$ cat config.mk
export PLATFORM = sky130hd
export DESIGN_NAME = decode_queue
export DESIGN_NICKNAME = d
export VERILOG_FILES = /design/src/rtl/decode_pkg.sv /design/src/rtl/rv_decode_core.sv /design/src/rtl/decode_queue.sv
export SDC_FILE = /design/constraint.sdc
export NUM_CORES = 1
export LEC_CHECK = 0
export CAP_MARGIN = 5
export CELL_PAD_IN_SITES_DETAIL_PLACEMENT = 0
export CELL_PAD_IN_SITES_GLOBAL_PLACEMENT = 1
export CORE_MARGIN = 1
export CORE_UTILIZATION = 51
export DETAILED_ROUTE_END_ITERATION = 12
export PLACE_DENSITY = 0.84
export SKIP_LAST_GASP = 1
export SLEW_MARGIN = 20
export SYNTH_ARGS = -nofsm -noshare
export SYNTH_HDL_FRONTEND = slang
export SYNTH_SLANG_ARGS = --single-unit
$ cat constraint.sdc
create_clock -name clk -period 14.2 [get_ports clk]
set_clock_uncertainty 0.05 [all_clocks]
set_input_delay 2.84 -clock clk [delete_from_list [all_inputs] [get_ports clk]]
set_output_delay 2.84 -clock clk [all_outputs]
set_load 0.02 [all_outputs]
$ cat src/rtl/decode_pkg.sv
// decode_pkg: op-type codes, RV32 opcode constants, the queue entry and
// output-slot records, and immediate-extraction helpers shared by the
// decode queue and its combinational decoder.
package decode_pkg;

  localparam int OP_W = 6;
  typedef logic [OP_W-1:0] op_t;

  localparam op_t OP_NOP    = 6'd0;
  localparam op_t OP_LUI    = 6'd1;
  localparam op_t OP_AUIPC  = 6'd2;
  localparam op_t OP_JAL    = 6'd3;
  localparam op_t OP_JALR   = 6'd4;
  localparam op_t OP_BEQ    = 6'd5;
  localparam op_t OP_BNE    = 6'd6;
  localparam op_t OP_BLT    = 6'd7;
  localparam op_t OP_BGE    = 6'd8;
  localparam op_t OP_BLTU   = 6'd9;
  localparam op_t OP_BGEU   = 6'd10;
  localparam op_t OP_LB     = 6'd11;
  localparam op_t OP_LH     = 6'd12;
  localparam op_t OP_LW     = 6'd13;
  localparam op_t OP_LBU    = 6'd14;
  localparam op_t OP_LHU    = 6'd15;
  localparam op_t OP_SB     = 6'd16;
  localparam op_t OP_SH     = 6'd17;
  localparam op_t OP_SW     = 6'd18;
  localparam op_t OP_ADDI   = 6'd19;
  localparam op_t OP_SLTI   = 6'd20;
  localparam op_t OP_SLTIU  = 6'd21;
  localparam op_t OP_XORI   = 6'd22;
  localparam op_t OP_ORI    = 6'd23;
  localparam op_t OP_ANDI   = 6'd24;
  localparam op_t OP_SLLI   = 6'd25;
  localparam op_t OP_SRLI   = 6'd26;
  localparam op_t OP_SRAI   = 6'd27;
  localparam op_t OP_ADD    = 6'd28;
  localparam op_t OP_SUB    = 6'd29;
  localparam op_t OP_SLL    = 6'd30;
  localparam op_t OP_SLT    = 6'd31;
  localparam op_t OP_SLTU   = 6'd32;
  localparam op_t OP_XOR    = 6'd33;
  localparam op_t OP_SRL    = 6'd34;
  localparam op_t OP_SRA    = 6'd35;
  localparam op_t OP_OR     = 6'd36;
  localparam op_t OP_AND    = 6'd37;
  localparam op_t OP_MUL    = 6'd38;
  localparam op_t OP_MULH   = 6'd39;
  localparam op_t OP_MULHSU = 6'd40;
  localparam op_t OP_MULHU  = 6'd41;
  localparam op_t OP_DIV    = 6'd42;
  localparam op_t OP_DIVU   = 6'd43;
  localparam op_t OP_REM    = 6'd44;
  localparam op_t OP_REMU   = 6'd45;

  localparam logic [6:0] OPC_LUI    = 7'b0110111;
  localparam logic [6:0] OPC_AUIPC  = 7'b0010111;
  localparam logic [6:0] OPC_JAL    = 7'b1101111;
  localparam logic [6:0] OPC_JALR   = 7'b1100111;
  localparam logic [6:0] OPC_BRANCH = 7'b1100011;
  localparam logic [6:0] OPC_LOAD   = 7'b0000011;
  localparam logic [6:0] OPC_STORE  = 7'b0100011;
  localparam logic [6:0] OPC_OPIMM  = 7'b0010011;
  localparam logic [6:0] OPC_OP     = 7'b0110011;

  localparam logic [6:0] F7_BASE   = 7'b0000000;
  localparam logic [6:0] F7_ALT    = 7'b0100000;
  localparam logic [6:0] F7_MULDIV = 7'b0000001;

  // One queued fetch: raw word is kept, decode happens at the head.
  typedef struct packed {
    logic [31:0] pc;
    logic [31:0] inst;
    logic        pred_jump;
  } q_entry_t;

  // Registered output slot contents.
  typedef struct packed {
    logic [31:0] pc;
    op_t         op_type;
    logic [4:0]  rd;
    logic [4:0]  rs1;
    logic [4:0]  rs2;
    logic [31:0] imm;
    logic        pred_jump;
    logic        illegal;
  } slot_t;

  localparam slot_t SLOT_RESET = '{
    pc: 32'd0, op_type: OP_NOP, rd: 5'd0, rs1: 5'd0, rs2: 5'd0,
    imm: 32'd0, pred_jump: 1'b0, illegal: 1'b0
  };

  function automatic logic [31:0] imm_i(input logic [31:0] inst);
    return {{20{inst[31]}}, inst[31:20]};
  endfunction

  function automatic logic [31:0] imm_s(input logic [31:0] inst);
    return {{20{inst[31]}}, inst[31:25], inst[11:7]};
  endfunction

  function automatic logic [31:0] imm_b(input logic [31:0] inst);
    return {{19{inst[31]}}, inst[31], inst[7], inst[30:25], inst[11:8], 1'b0};
  endfunction

  function automatic logic [31:0] imm_u(input logic [31:0] inst);
    return {inst[31:12], 12'd0};
  endfunction

  function automatic logic [31:0] imm_j(input logic [31:0] inst);
    return {{11{inst[31]}}, inst[31], inst[19:12], inst[20], inst[30:21], 1'b0};
  endfunction

endpackage

$ cat src/rtl/rv_decode_core.sv
// rv_decode_core: purely combinational RV32I (+ optional RV32M) decoder.
//   inst     : raw 32-bit instruction word
//   op_type  : decoded op (OP_NOP when illegal)
//   rd/rs1/rs2 : register indices, zero where the format has no such field
//   imm      : sign-extended, format-specific immediate (shamt for shifts)
//   illegal  : opcode/funct3/funct7 combination not recognised
// Illegal words report zero register indices and a zero immediate.
module rv_decode_core
  import decode_pkg::*;
#(
  parameter bit EN_M = 1'b1
) (
  input  logic [31:0] inst,
  output op_t         op_type,
  output logic [4:0]  rd,
  output logic [4:0]  rs1,
  output logic [4:0]  rs2,
  output logic [31:0] imm,
  output logic        illegal
);

  logic [6:0]  opcode;
  logic [2:0]  f3;
  logic [6:0]  f7;
  op_t         op_c;
  logic [4:0]  rd_c;
  logic [4:0]  rs1_c;
  logic [4:0]  rs2_c;
  logic [31:0] imm_c;
  logic        legal_c;

  assign opcode = inst[6:0];
  assign f3     = inst[14:12];
  assign f7     = inst[31:25];

  always_comb begin
    op_c    = OP_NOP;
    rd_c    = 5'd0;
    rs1_c   = 5'd0;
    rs2_c   = 5'd0;
    imm_c   = 32'd0;
    legal_c = 1'b0;
    case (opcode)
      OPC_LUI: begin
        op_c = OP_LUI; rd_c = inst[11:7]; imm_c = imm_u(inst); legal_c = 1'b1;
      end
      OPC_AUIPC: begin
        op_c = OP_AUIPC; rd_c = inst[11:7]; imm_c = imm_u(inst); legal_c = 1'b1;
      end
      OPC_JAL: begin
        op_c = OP_JAL; rd_c = inst[11:7]; imm_c = imm_j(inst); legal_c = 1'b1;
      end
      OPC_JALR: begin
        // Only funct3 = 000 is a defined JALR encoding.
        op_c = OP_JALR; rd_c = inst[11:7]; rs1_c = inst[19:15];
        imm_c = imm_i(inst); legal_c = (f3 == 3'd0);
      end
      OPC_BRANCH: begin
        rs1_c = inst[19:15]; rs2_c = inst[24:20]; imm_c = imm_b(inst);
        legal_c = 1'b1;
        case (f3)
          3'd0:    op_c = OP_BEQ;
          3'd1:    op_c = OP_BNE;
          3'd4:    op_c = OP_BLT;
          3'd5:    op_c = OP_BGE;
          3'd6:    op_c = OP_BLTU;
          3'd7:    op_c = OP_BGEU;
          default: legal_c = 1'b0;
        endcase
      end
      OPC_LOAD: begin
        rd_c = inst[11:7]; rs1_c = inst[19:15]; imm_c = imm_i(inst);
        legal_c = 1'b1;
        case (f3)
          3'd0:    op_c = OP_LB;
          3'd1:    op_c = OP_LH;
          3'd2:    op_c = OP_LW;
          3'd4:    op_c = OP_LBU;
          3'd5:    op_c = OP_LHU;
          default: legal_c = 1'b0;
        endcase
      end
      OPC_STORE: begin
        rs1_c = inst[19:15]; rs2_c = inst[24:20]; imm_c = imm_s(inst);
        legal_c = 1'b1;
        case (f3)
          3'd0:    op_c = OP_SB;
          3'd1:    op_c = OP_SH;
          3'd2:    op_c = OP_SW;
          default: legal_c = 1'b0;
        endcase
      end
      OPC_OPIMM: begin
        rd_c = inst[11:7]; rs1_c = inst[19:15]; imm_c = imm_i(inst);
        legal_c = 1'b1;
        case (f3)
          3'd0: op_c = OP_ADDI;
          3'd2: op_c = OP_SLTI;
          3'd3: op_c = OP_SLTIU;
          3'd4: op_c = OP_XORI;
          3'd6: op_c = OP_ORI;
          3'd7: op_c = OP_ANDI;
          // Shifts carry funct7 in the upper immediate bits; the immediate
          // handed downstream is just the 5-bit shift amount.
          3'd1: begin
            op_c = OP_SLLI; imm_c = {27'd0, inst[24:20]};
            legal_c = (f7 == F7_BASE);
          end
          default: begin
            imm_c = {27'd0, inst[24:20]};
            if (f7 == F7_BASE)     op_c = OP_SRLI;
            else if (f7 == F7_ALT) op_c = OP_SRAI;
            else                   legal_c = 1'b0;
          end
        endcase
      end
      OPC_OP: begin
        rd_c = inst[11:7]; rs1_c = inst[19:15]; rs2_c = inst[24:20];
        legal_c = 1'b1;
        if (f7 == F7_MULDIV) begin
          legal_c = EN_M;
          case (f3)
            3'd0:    op_c = OP_MUL;
            3'd1:    op_c = OP_MULH;
            3'd2:    op_c = OP_MULHSU;
            3'd3:    op_c = OP_MULHU;
            3'd4:    op_c = OP_DIV;
            3'd5:    op_c = OP_DIVU;
            3'd6:    op_c = OP_REM;
            default: op_c = OP_REMU;
          endcase
        end else begin
          case (f3)
            3'd0: begin
              if (f7 == F7_BASE)     op_c = OP_ADD;
              else if (f7 == F7_ALT) op_c = OP_SUB;
              else                   legal_c = 1'b0;
            end
            3'd5: begin
              if (f7 == F7_BASE)     op_c = OP_SRL;
              else if (f7 == F7_ALT) op_c = OP_SRA;
              else                   legal_c = 1'b0;
            end
            3'd1:    begin op_c = OP_SLL;  legal_c = (f7 == F7_BASE); end
            3'd2:    begin op_c = OP_SLT;  legal_c = (f7 == F7_BASE); end
            3'd3:    begin op_c = OP_SLTU; legal_c = (f7 == F7_BASE); end
            3'd4:    begin op_c = OP_XOR;  legal_c = (f7 == F7_BASE); end
            3'd6:    begin op_c = OP_OR;   legal_c = (f7 == F7_BASE); end
            default: begin op_c = OP_AND;  legal_c = (f7 == F7_BASE); end
          endcase
        end
      end
      default: legal_c = 1'b0;
    endcase
  end

  assign op_type = legal_c ? op_c  : OP_NOP;
  assign rd      = legal_c ? rd_c  : 5'd0;
  assign rs1     = legal_c ? rs1_c : 5'd0;
  assign rs2     = legal_c ? rs2_c : 5'd0;
  assign imm     = legal_c ? imm_c : 32'd0;
  assign illegal = !legal_c;

endmodule

$ cat src/rtl/decode_queue.sv
// decode_queue: DEPTH-entry circular fetch queue feeding a registered
// decode output slot.
//   clk, rst          : rising-edge clock, async active-high reset
//   rdy               : global enable; low freezes every register
//   flush             : drop queue contents and the output slot
//   in_valid/in_ready, in_pc, in_inst, in_pred_jump : fetch side
//   out_valid/out_ready, out_pc, out_op_type, out_rd/rs1/rs2, out_imm,
//   out_pred_jump, out_illegal : issue side
// DEPTH must be a power of two (>= 2) so the pointers wrap naturally.
module decode_queue
  import decode_pkg::*;
#(
  parameter int DEPTH = 16,
  parameter bit EN_M  = 1'b1
) (
  input  logic            clk,
  input  logic            rst,
  input  logic            rdy,
  input  logic            flush,
  input  logic            in_valid,
  output logic            in_ready,
  input  logic [31:0]     in_pc,
  input  logic [31:0]     in_inst,
  input  logic            in_pred_jump,
  output logic            out_valid,
  input  logic            out_ready,
  output logic [31:0]     out_pc,
  output logic [OP_W-1:0] out_op_type,
  output logic [4:0]      out_rd,
  output logic [4:0]      out_rs1,
  output logic [4:0]      out_rs2,
  output logic [31:0]     out_imm,
  output logic            out_pred_jump,
  output logic            out_illegal
);

  localparam int PTR_W = $clog2(DEPTH);
  localparam int CNT_W = PTR_W + 1;
  localparam logic [CNT_W-1:0] FULL_CNT = CNT_W'(DEPTH);

  // Handshakes: a transfer happens on a rising edge where valid && ready
  // && rdy && !flush. Valid never depends on ready on either side; in_ready
  // depends only on the stored count, so a pop in the same cycle does not
  // open a slot for a push while full.

  q_entry_t         mem_q [DEPTH];
  logic [PTR_W-1:0] head_q, head_d;
  logic [PTR_W-1:0] tail_q, tail_d;
  logic [CNT_W-1:0] count_q, count_d;
  logic             out_valid_q, out_valid_d;
  slot_t            slot_q, slot_d;

  logic     push;
  logic     pop;
  logic     slot_free;
  q_entry_t head_entry;
  q_entry_t in_entry;

  op_t         dec_op;
  logic [4:0]  dec_rd;
  logic [4:0]  dec_rs1;
  logic [4:0]  dec_rs2;
  logic [31:0] dec_imm;
  logic        dec_illegal;

  assign in_ready   = (count_q != FULL_CNT);
  assign head_entry = mem_q[head_q];
  assign in_entry   = '{pc: in_pc, inst: in_inst, pred_jump: in_pred_jump};

  rv_decode_core #(.EN_M(EN_M)) u_core (
    .inst    (head_entry.inst),
    .op_type (dec_op),
    .rd      (dec_rd),
    .rs1     (dec_rs1),
    .rs2     (dec_rs2),
    .imm     (dec_imm),
    .illegal (dec_illegal)
  );

  always_comb begin
    push        = rdy && !flush && in_valid && in_ready;
    slot_free   = !out_valid_q || out_ready;
    pop         = rdy && !flush && (count_q != '0) && slot_free;
    head_d      = head_q;
    tail_d      = tail_q;
    count_d     = count_q;
    out_valid_d = out_valid_q;
    slot_d      = slot_q;
    if (rdy && flush) begin
      head_d      = '0;
      tail_d      = '0;
      count_d     = '0;
      out_valid_d = 1'b0;
    end else begin
      if (push) tail_d = tail_q + 1'b1;
      if (pop) begin
        // Head decode moves into the slot on the edge that pops it.
        head_d      = head_q + 1'b1;
        out_valid_d = 1'b1;
        slot_d      = '{pc: head_entry.pc, op_type: dec_op, rd: dec_rd,
                        rs1: dec_rs1, rs2: dec_rs2, imm: dec_imm,
                        pred_jump: head_entry.pred_jump,
                        illegal: dec_illegal};
      end else if (rdy && out_valid_q && out_ready) begin
        out_valid_d = 1'b0;
      end
      case ({push, pop})
        2'b10:   count_d = count_q + 1'b1;
        2'b01:   count_d = count_q - 1'b1;
        default: count_d = count_q;
      endcase
    end
  end

  always_ff @(posedge clk or posedge rst) begin
    if (rst) begin
      head_q      <= '0;
      tail_q      <= '0;
      count_q     <= '0;
      out_valid_q <= 1'b0;
      slot_q      <= SLOT_RESET;
    end else begin
      head_q      <= head_d;
      tail_q      <= tail_d;
      count_q     <= count_d;
      out_valid_q <= out_valid_d;
      slot_q      <= slot_d;
    end
  end

  // Storage is not reset: an entry is only read after it has been written.
  always_ff @(posedge clk) begin
    if (push) mem_q[tail_q] <= in_entry;
  end

  assign out_valid     = out_valid_q;
  assign out_pc        = slot_q.pc;
  assign out_op_type   = slot_q.op_type;
  assign out_rd        = slot_q.rd;
  assign out_rs1       = slot_q.rs1;
  assign out_rs2       = slot_q.rs2;
  assign out_imm       = slot_q.imm;
  assign out_pred_jump = slot_q.pred_jump;
  assign out_illegal   = slot_q.illegal;

endmodule
==> impl_results.md, run 1 <==
* Wl on met1 at 41200 µm
* Worst VDD drop at between 0.0001 and 0.00015 V
* Hold endpoint: out_imm[19]
* Mapped Nets at about 2200
* Worst-Margin Slew at 1.16 ns
* Max Cap Violations at 0
* Worst Hold Path Cells at 2
* Mean post-synth cell area at between 20 and 25 µm²
* R2r setup slk at ~8.4 ns
* GR Overflow Total at 0
* Most common cell after layout, fill and taps aside: edfxtp_1
* Hold Crit Start: out_imm[19]
* TNS Setup at 0 ns
* Asr flop ratio synth at ~8.9%
* PnR Total Power at 8.88 mW
* Reg-to-reg endpoint: out_op_type[5]
* Final setup vio count at 0
* Number of cell rows at between 100 and 150
* Met2 routed WL at slightly above 50000 µm
* Most frequent cells in the layout: edfxtp_1 (1040), mux4_2 (304), nand2_1 (218)
* Clk slew on worst S/H paths at approximately 0.06 ns
* Unrepaired setup endpoints after global routing: no
* Static leakage at about 16 nW
* Area leader, netlist: edfxtp_1
* Post-synth top area share at 70.4%
* Nature of the critical path endpoint: flop
* Worst Hold Class: flop to flop
* Routed WL per cell at approximately 29 µm
* Status: completed
* Die area at 88200 µm²
* Root Buffer: clkbuf_16
* Core Region at about 86000 µm²
* Post-route cell area at 51100 µm²
* Placer Congestion at between 0.8 and 0.9
* DR vias/cell at roughly 6.2
* Fin crit share at 41.0%
* Post-CTS sizing at 0
* Fin crit period at approximately 5.8 ns
* Yosys cell types at 75
* CTS HTree Levels at 3
* PwrDens at 174 nW/µm²
* First-pass GRT wire length at ~150000 µm
* HPWL after detailed placement at approximately 54000 µm
* Main synth FF type: edfxtp_1
* Sequential area share after synthesis at between 70% and 80%
* Initial Utilization at ~52%
* Number of global-route vias before repair at between 20000 and 25000
* R2r worst-path depth at 10
* Relative slew slack at between 20% and 30%
* Pre-Repair DR Iteration Count at 5
* EDFF count, synth at between 1000 and 1500
* Final Hold Viols at 0
* Slew Viols, Final at 0
* # hold bufs at CTS at 0
* Mapped Cells at 2138
* Top routing layer in use: met5
* Met3 WL at roughly 7700 µm
* F_max at between 150 and 200 MHz
* WP data required at 14.69 ns
* Die H at approximately 300 µm
* Worst-path fanout max at 39
* Final WL at ~100000 µm
* Die Wd at about 300 µm
* Reg2reg start: head_q[0]
* I/O Pins at between 150 and 200
* Synthesized cell area at 44400 µm²
* CTS max path bufs at 3
* Initial antenna violation count at 9
* Overall routing resource usage at between 20% and 30%
* Num CTS Buffers at between 100 and 150
* Dpl ws at 7.71 ns
* Share of cells above drive strength 1 at a little under a quarter
* Dpl cell area at roughly 47000 µm²
* Area Overhead vs Synth at 15.3%
* NumNets Final at approximately 2400
* CP arrival at about 6.3 ns
* Clk sinks at around 1100
* Startpoint types: input pin
* Port bufs at around 160
* Area contributors post-synth: edfxtp_1 (70%), mux4_2 (15%), dfrtp_1 (5.7%)
* Drt initial violations at approximately 2600
* Largest net degree at the start of global routing at roughly 130
* #FFs+latches synth at roughly 1100
* Final ANT Viol Nets at 0
* Yosys warns at 0
* Vias at approximately 22000
* Skew-Pair Late Insertion Delay at between 0.6 and 0.7 ns
* DRC viols at 0
* Critical path class: input pin to flop
* TritonCTS clock tree: done
* Worst setup margin at around 8.4 ns
* Post-CTS Setup Bufs at 0
-- metal layers --
metal / up-vias / track usage [%]
li1: 9218 / -
met1: 11800 / 32.9
met2: 1007 / 38.6
met3: 181 / 4.21
met4: 12 / 5.79
met5: - / 0
-- cell usage after synthesis (7+ instances only) --
library cell and instances:
nor2_1 34, dfrtp_1 101, o21ai_0 15, nand2_1 218, nand2b_1 7, and3_1 7
nand4_1 9, edfxtp_1 1040, a22oi_1 16, buf_2 33, inv_1 11, ha_1 8
and2_1 9, nor4_1 8, clkbuf_1 53, buf_1 17, a21oi_1 38, o31ai_2 10
o21ai_1 29, nand3_1 22, nor3_1 18, mux4_2 304, nor2b_1 7, o31ai_1 12
-- critical path, cell delays in order --
cell,delay (ns)
clkdlybuf4s50_1,0.63
nor2b_1,0.40
nand3_4,0.64
a21oi_1,0.67
ha_1,0.36
a21o_1,0.19
a21oi_1,0.17
xnor2_1,0.13
nand2_1,0.08
nand3_1,0.11
o21ai_0,0.09
-- power breakdown --
| part | internal (mW) | switching [mW] |
|---|---|---|
| clock | 1.75 | 1.25 |
| sequential | 3.75 | 0.0876 |
| combinational | 0.961 | 1.08 |
| total | 6.46 | 2.42 |
-- cells by family after synthesis --
| group | after synthesis | share of synthesized area [%] |
|---|---|---|
| AOI/OAI and AO/OA | 177 | 2.80 |
| xor gates and xnor gates | 7 | 0.138 |
| adders and majority gates | 9 | 0.271 |
| buffers and inverters | 126 | 1.30 |
| DFF | 1141 | 76.1 |
| muxes | 312 | 15.6 |
| and+or+nand+nor | 366 | 3.77 |
-- how the worst max path moves through the flow --
| stage | end | slack (ns) | start | cells after the start |
|---|---|---|---|---|
| floorplan | mem_q[0][0] | 4.01 | rdy | 3 |
| global placement | count_q[4] | 7.74 | rdy | 11 |
| detailed placement | count_q[4] | 7.71 | rdy | 11 |
| CTS | out_op_type[5] | 8.35 | head_q[0] | 10 |
| global route | out_imm[19] | 8.01 | head_q[0] | 11 |
| finish | count_q[4] | 8.37 | rdy | 11 |
-- through the flow --
| step | utilization (%) | hold slack [ns] | instances |
|---|---|---|---|
| floorplan | - | 0.420 | 2138 |
| global placement | 55.2 | 0.409 | 3368 |
| detailed placement | 55.2 | 0.411 | 3368 |
| CTS | 59.6 | 0.427 | 3575 |
| global route | 59.7 | 0.453 | 3577 |
| finish | 59.7 | 0.428 | 3577 |
-- flip-flops by register name (all words and copies together), names as in the netlist, 5 cells and up --
name         count
mem_q         1040
out_imm         32
out_pc          32
out_op_type      6
count_q          5
out_rd           5
out_rs1          5
out_rs2          5
-- area by class of cell --
cell class | count | area (µm²)
clock buffers | 146 | 3160
multi-input cells | 871 | 10100
diodes | 1 | 2.50
clock inverters | 61 | 632
fillers | 5896 | 34600
inverters | 12 | 50.0
flip-flops and latches | 1141 | 33800
well taps | 1144 | 1430
repair buffers | 201 | 1950
No activity file was read; power rests on OpenSTA's default activity.
==> run 2: changes to the inputs <==
==> constraint.sdc (replaced) <==
create_clock -name clk -period 5.4 [get_ports clk]
set_clock_uncertainty 0.05 [all_clocks]
set_input_delay 1.08 -clock clk [delete_from_list [all_inputs] [get_ports clk]]
set_output_delay 1.08 -clock clk [all_outputs]
set_load 0.02 [all_outputs]
==> run 2 against run 1 <==
  * Routed wire length rose by 0.96%
  * Non-clock buffer count is 19 higher
  * Critical path depth decreased by 1
  * Flip-flop and latch count unchanged
  * Sequential power grew to 2.6 times the previous value
  * Global-route usage up 0.40 points
  * Register-to-register slack worse by 7.7 ns
  * Clock-buffer cell count fell by 9
  * Total power grew to 2.6 times the previous value
  * Cell area is 0.17% lower
  * Largest cell class unchanged
  * Largest power group unchanged
==> impl_results.md, run 2 (same netlist as run 1, synthesis figures left out) <==
* Number of cell rows at approximately 110
* Die Wd at between 200 and 300 µm
* CP max stage cell: dfrtp_4
* Final Hold Viols at 0
* HPWL after detailed placement at between 50000 and 60000 µm
* Final setup vio count at 0
* Reg-to-reg endpoint: out_imm[23]
* Num CTS Buffers at ~110
* Slew Viols, Final at 0
* Unrepaired setup endpoints after global routing: no
* Startpoint types: flop
* Reg2reg start: head_q[1]
* Overall routing resource usage at a little under a quarter
* Placed cells at between 3000 and 4000
* First-pass GRT wire length at between 150000 and 200000 µm
* Placer Congestion at roughly 0.9
* I/O Pins at 160
* Root Buffer: clkbuf_16
* Nature of the critical path endpoint: flop
* Worst-path fanout max at 48
* Number of global-route vias before repair at 23200
* Port bufs at ~160
* Share of cells above drive strength 1 at a little under a quarter
* Storage cell area at approximately 34000 µm²
* Die area at roughly 90000 µm²
* Die H at 297 µm
* Area Overhead vs Synth at 15.1%
* Most frequent cells in the layout: edfxtp_1 (1040), mux4_2 (304), nand2_1 (218)
* Clk slew on worst S/H paths at approximately 0.060 ns
* Most common cell after layout, fill and taps aside: edfxtp_1
* Post-CTS Setup Bufs at 0
* CTS HTree Levels at 3
* Area of the multi-input gates at between 10000 and 15000 µm²
* Pre-Repair DR Iteration Count at 7
* Critical-path cell list: buf_12 > mux4_2 > mux4_2 > nor3_1 > and4b_1 > a21boi_1 > o311ai_4 > o21ai_2 > buf_4 > o21ai_1
* GR Overflow Total at 0
* Worst VDD drop at 0.000290 V
* Initial Utilization at 51.8%
* Fin Hold WS at approximately 0.43 ns
* PwrDens at 445 nW/µm²
* DR vias/cell at 6.29
* Vias at between 20000 and 25000
* TNS Setup at 0 ns
* TritonCTS clock tree: done
* F_max at ~220 MHz
* WP data required at ~5.9 ns
* Initial antenna violation count at 10
* Routed WL per cell at a little under 30 µm
* Static leakage at between 15 and 20 nW
* Clk sinks at around 1100
* Fin cells at between 3000 and 4000
* Worst-Margin Slew at between 1 and 1.5 ns
* Worst Hold Class: flop to flop
* Skew-Pair Late Insertion Delay at 0.67 ns
* Core Region at ~86000 µm²
* Hold endpoint: out_pc[11]
* Largest net degree at the start of global routing at 100
* Relative slew slack at roughly 33%
* Critical path class: flop to flop
* PnR Total Power at roughly 23 mW
* Max Cap Violations at 0
* Worst Hold Path Cells at 2
* Drt initial violations at roughly 2800
* Final Core Density at between 50% and 60%
* CTS max path bufs at 3
* Critical Path Start: head_q[1]
* Final ANT Viol Nets at 0
* Final WL at between 100000 and 150000 µm
* R2r setup slk at 0.76 ns
* CP arrival at around 5.2 ns
* CP most frequent cell: mux4_2
* NumNets Final at 2433
* # hold bufs at CTS at 0
* Status: completed
* Register with the most flip-flops: mem_q
* Fin crit share at a little under nine tenths
* Hold Crit Start: out_pc[11]
* Fillers at approximately 5900
* Post-CTS sizing at 0
* R2r worst-path depth at 10
* DRC viols at 0
* CP max stage delay at approximately 0.93 ns
* Max reg flops at roughly 1000
* Fin crit period at approximately 4.6 ns
==> run 2: cell types whose count changed in the layout (fill, tap and decap cells not counted), moves of 3 or more <==
cell and change:
clkinv_2 -7, nor4_2 -4, buf_6 -3, clkinv_1 +17
clkbuf_16 -8, clkbuf_8 -11, diode_2 +4, clkbuf_1 +11
nor4_4 +4, buf_4 +10, buf_12 +13, clkinvlp_4 -5
==> run 2: through the flow <==
stage	worst slack [ns]	cell area, µm²
after global routing	0.511	51000
after floorplan	-1.31	44400
after CTS	0.758	51000
after global placement	0.917	47600
final	0.757	51000
after detailed placement	0.822	47600
==> run 2: how the worst max path moves through the flow <==
stage	endpoint	slack (ns)	cells after the start
after floorplan	mem_q[4][0]	-1.31	4
after global placement	out_imm[21]	0.92	9
after detailed placement	out_imm[23]	0.82	10
after CTS	out_imm[23]	0.76	10
after global routing	out_imm[23]	0.51	10
final	out_imm[23]	0.76	10
==> run 2: area by class of cell <==
class / instances / share of cell area [%]
multi-input combinational: 871 / 19.9
clock buffer: 137 / 5.57
inverter: 12 / 0.0981
clock inverter: 65 / 1.05
sequential: 1141 / 66.2
tap: 1144 / 2.80
antenna: 5 / 0.0245
timing repair buffer: 220 / 4.36
==> run 2: critical path, delay by kind of cell (launching register included) <==
| family | cells | cell delay, ns |
|---|---|---|
| buffers and inverters | 2 | 0.64 |
| muxes | 2 | 1.17 |
| AOI/OAI and AO/OA | 4 | 1.08 |
| DFF | 1 | 0.93 |
| and+or+nand+nor | 2 | 0.62 |
==> run 2: routing by layer <==
layer | global-route usage (%) | wire [µm] | vias up
li1 | - | - | 9248
met1 | 33.8 | 40900 | 11800
met2 | 38.3 | 50600 | 1353
met3 | 4.43 | 9930 | 184
met4 | 6.85 | 2320 | 10
met5 | 0 | 72 | -
==> run 2: report_power, final <==
group	internal [mW]	switching, mW
logic	2.54	2.76
clock network	4.10	3.18
registers	9.85	0.293
total	16.5	6.23
==> run 3: changes to the inputs <==
--- a/config.mk
+++ b/config.mk
@@ -9,11 +9,12 @@
 export CELL_PAD_IN_SITES_DETAIL_PLACEMENT = 0
 export CELL_PAD_IN_SITES_GLOBAL_PLACEMENT = 1
 export CORE_MARGIN = 1
-export CORE_UTILIZATION = 51
+export CORE_UTILIZATION = 35
 export DETAILED_ROUTE_END_ITERATION = 12
-export PLACE_DENSITY = 0.84
+export PLACE_DENSITY = 0.64
 export SKIP_LAST_GASP = 1
 export SLEW_MARGIN = 20
 export SYNTH_ARGS = -nofsm -noshare
 export SYNTH_HDL_FRONTEND = slang
 export SYNTH_SLANG_ARGS = --single-unit
+export TNS_END_PERCENT = 20
==> run 3 against run 2 <==
  * Global-route usage fell by 6.6 points
  * Routed wire length up 5.6%
  * Die area is 45% higher
  * Utilization shrank 18 points
  * Cell area rose by 1.9%
  * Total power grew 0.89%
  * Sequential power about the same
  * Highest routed layer unchanged
  * Clock power grew 2.9%
  * Cell count grew 14%
==> impl_results.md, run 3 (same netlist as run 1, synthesis figures left out) <==
* Number of global-route vias before repair at 23000
* Clk slew on worst S/H paths at 0.07 ns
* Max reg flops at approximately 1000
* Die Wd at roughly 360 µm
* TritonCTS clock tree: done
* NumNets Final at 2444
* Post-CTS Setup Bufs at 0
* CTS max path bufs at 3
* Share of cells above drive strength 1 at 23.8%
* CP arrival at 4.86 ns
* Critical path class: flop to flop
* Worst Hold Class: flop to flop
* Worst-path fanout max at 56
* Initial antenna violation count at 13
* Nature of the critical path endpoint: flop
* Skew-Pair Late Insertion Delay at around 0.68 ns
* Worst-Margin Slew at about 1.2 ns
* HPWL after detailed placement at about 60000 µm
* Fillers at around 11000
* Final setup vio count at 0
* Number of cell rows at between 100 and 150
* R2r setup slk at about 1.1 ns
* Pre-Repair DR Iteration Count at 5
* Vias at 22000
* Placer Congestion at 0.859
* DRC viols at 0
* Worst Hold Path Cells at 2
* Num CTS Buffers at between 100 and 150
* Fin crit period at roughly 4.3 ns
* Routed WL per cell at 26.7 µm
* Port bufs at 159
* # hold bufs at CTS at 0
* Placed cells at 3900
* WP data required at a little under 6 ns
* Fin cells at about 4100
* Initial Utilization at approximately a third
* Buffers & Inverters on Critical Path at 2
* CP most frequent cell: buf_4
* Fin crit share at between 80% and 90%
* Status: completed
* CTS HTree Levels at 3
* Post-route cell area at ~52000 µm²
* Slew Viols, Final at 0
* R2r worst-path depth at 10
* Most frequent cells in the layout: edfxtp_1 (1040), mux4_2 (304), nand2_1 (218)
* Fin Hold WS at between 0.4 and 0.5 ns
* Area Overhead vs Synth at 17.2%
* F_max at around 230 MHz
* Post-CTS sizing at 0
* Relative slew slack at 22.0%
* Clk sinks at 1141
* Critical-path cell list: mux4_2 > a22o_1 > a221oi_1 > buf_4 > and4b_1 > a21boi_1 > o311ai_4 > o21ai_2 > buf_4 > o31ai_1
* I/O Pins at between 150 and 200
* Core Region at between 100000 and 150000 µm²
* CP max stage cell: dfrtp_4
* Root Buffer: clkbuf_16
* First-pass GRT wire length at roughly 160000 µm
* Startpoint types: flop
* Final WL at around 110000 µm
* Overall routing resource usage at roughly 17%
* Largest net degree at the start of global routing at around 160
* DR vias/cell at about 5.4
* Worst VDD drop at 0.000362 V
* Die area at around 130000 µm²
* Dpl cell area at ~48000 µm²
* Max Cap Violations at 0
* Register with the most flip-flops: mem_q
* Number of cells on the critical path at 10
* CP max stage delay at approximately 1.1 ns
* Most common cell after layout, fill and taps aside: edfxtp_1
* PnR Total Power at ~23 mW
* PwrDens at between 400 and 500 nW/µm²
* Final ANT Viol Nets at 0
* Die H at about 360 µm
* Cell family with most CP delay: compound AO/OA/AOI/OAI gates
* GR Overflow Total at 0
* Drt initial violations at about 2100
* Unrepaired setup endpoints after global routing: no
* Final Hold Viols at 0
* Final Core Density at roughly two fifths
* Static leakage at 16.3 nW
[run 3: cell types whose count changed in the layout (fill, tap and decap cells not counted), moves of 4 or more]
cell,delta
clkinv_1,-14
buf_4,-6
clkbuf_16,+4
diode_2,-4
bufinv_16,-4
buf_12,+12
clkbuf_8,+14
[run 3: per-stage QoR]
stage,setup WS (ns),TNS [ns]
3_3_place_gp,1.11,0
6_report,1.08,0
3_5_place_dp,1.06,0
4_1_cts,1.03,0
5_1_grt,0.726,0
2_1_floorplan,-1.31,-437.42
[run 3: path summary, 6_finish.rpt]
path	startpoint	end
worst min register to register	out_pc[15]	out_pc[15]
worst max register to register	head_q[0]	out_imm[31]
worst max-delay path	head_q[0]	out_imm[31]
min in group asynchronous	rst	out_op_type[0]
max in group asynchronous	rst	out_rs2[2]
worst min-delay path	out_pc[15]	out_pc[15]
[run 3: layout make-up]
| class | count | area [µm²] | area share (%) |
|---|---|---|---|
| antenna | 1 | 2.50 | 0.00481 |
| timing repair buffer | 227 | 2450 | 4.71 |
| clock buffer | 156 | 3140 | 6.04 |
| clock inverter | 47 | 372 | 0.714 |
| inverter | 12 | 50.0 | 0.0962 |
| tap | 1650 | 2060 | 3.97 |
| multi-input combinational | 871 | 10200 | 19.5 |
| sequential | 1141 | 33800 | 64.9 |
[run 3: worst reg2reg max path, stage by stage (launching register included)]
cell      delay (ns)
dfrtp_4         1.05
mux4_2          0.68
a22o_1          0.23
a221oi_1        0.32
buf_4           0.22
and4b_1         0.44
a21boi_1        0.18
o311ai_4        0.43
o21ai_2         0.10
buf_4           0.25
o31ai_1         0.27
[run 3: power breakdown]
part / internal, mW / total [mW] / switching (mW)
registers: 9.85 / 10.2 / 0.321
logic: 2.57 / 5.26 / 2.70
clock network: 4.24 / 7.49 / 3.25
total: 16.7 / 22.9 / 6.27
[run 3: layer usage]
metal | global-route usage [%] | up-vias | share of wire (%)
met5 | 0 | - | 0.088
met4 | 3.85 | 16 | 2.0
met3 | 3.27 | 168 | 6.2
met2 | 27.3 | 770 | 47
met1 | 24.8 | 11800 | 44
li1 | - | 9279 | -
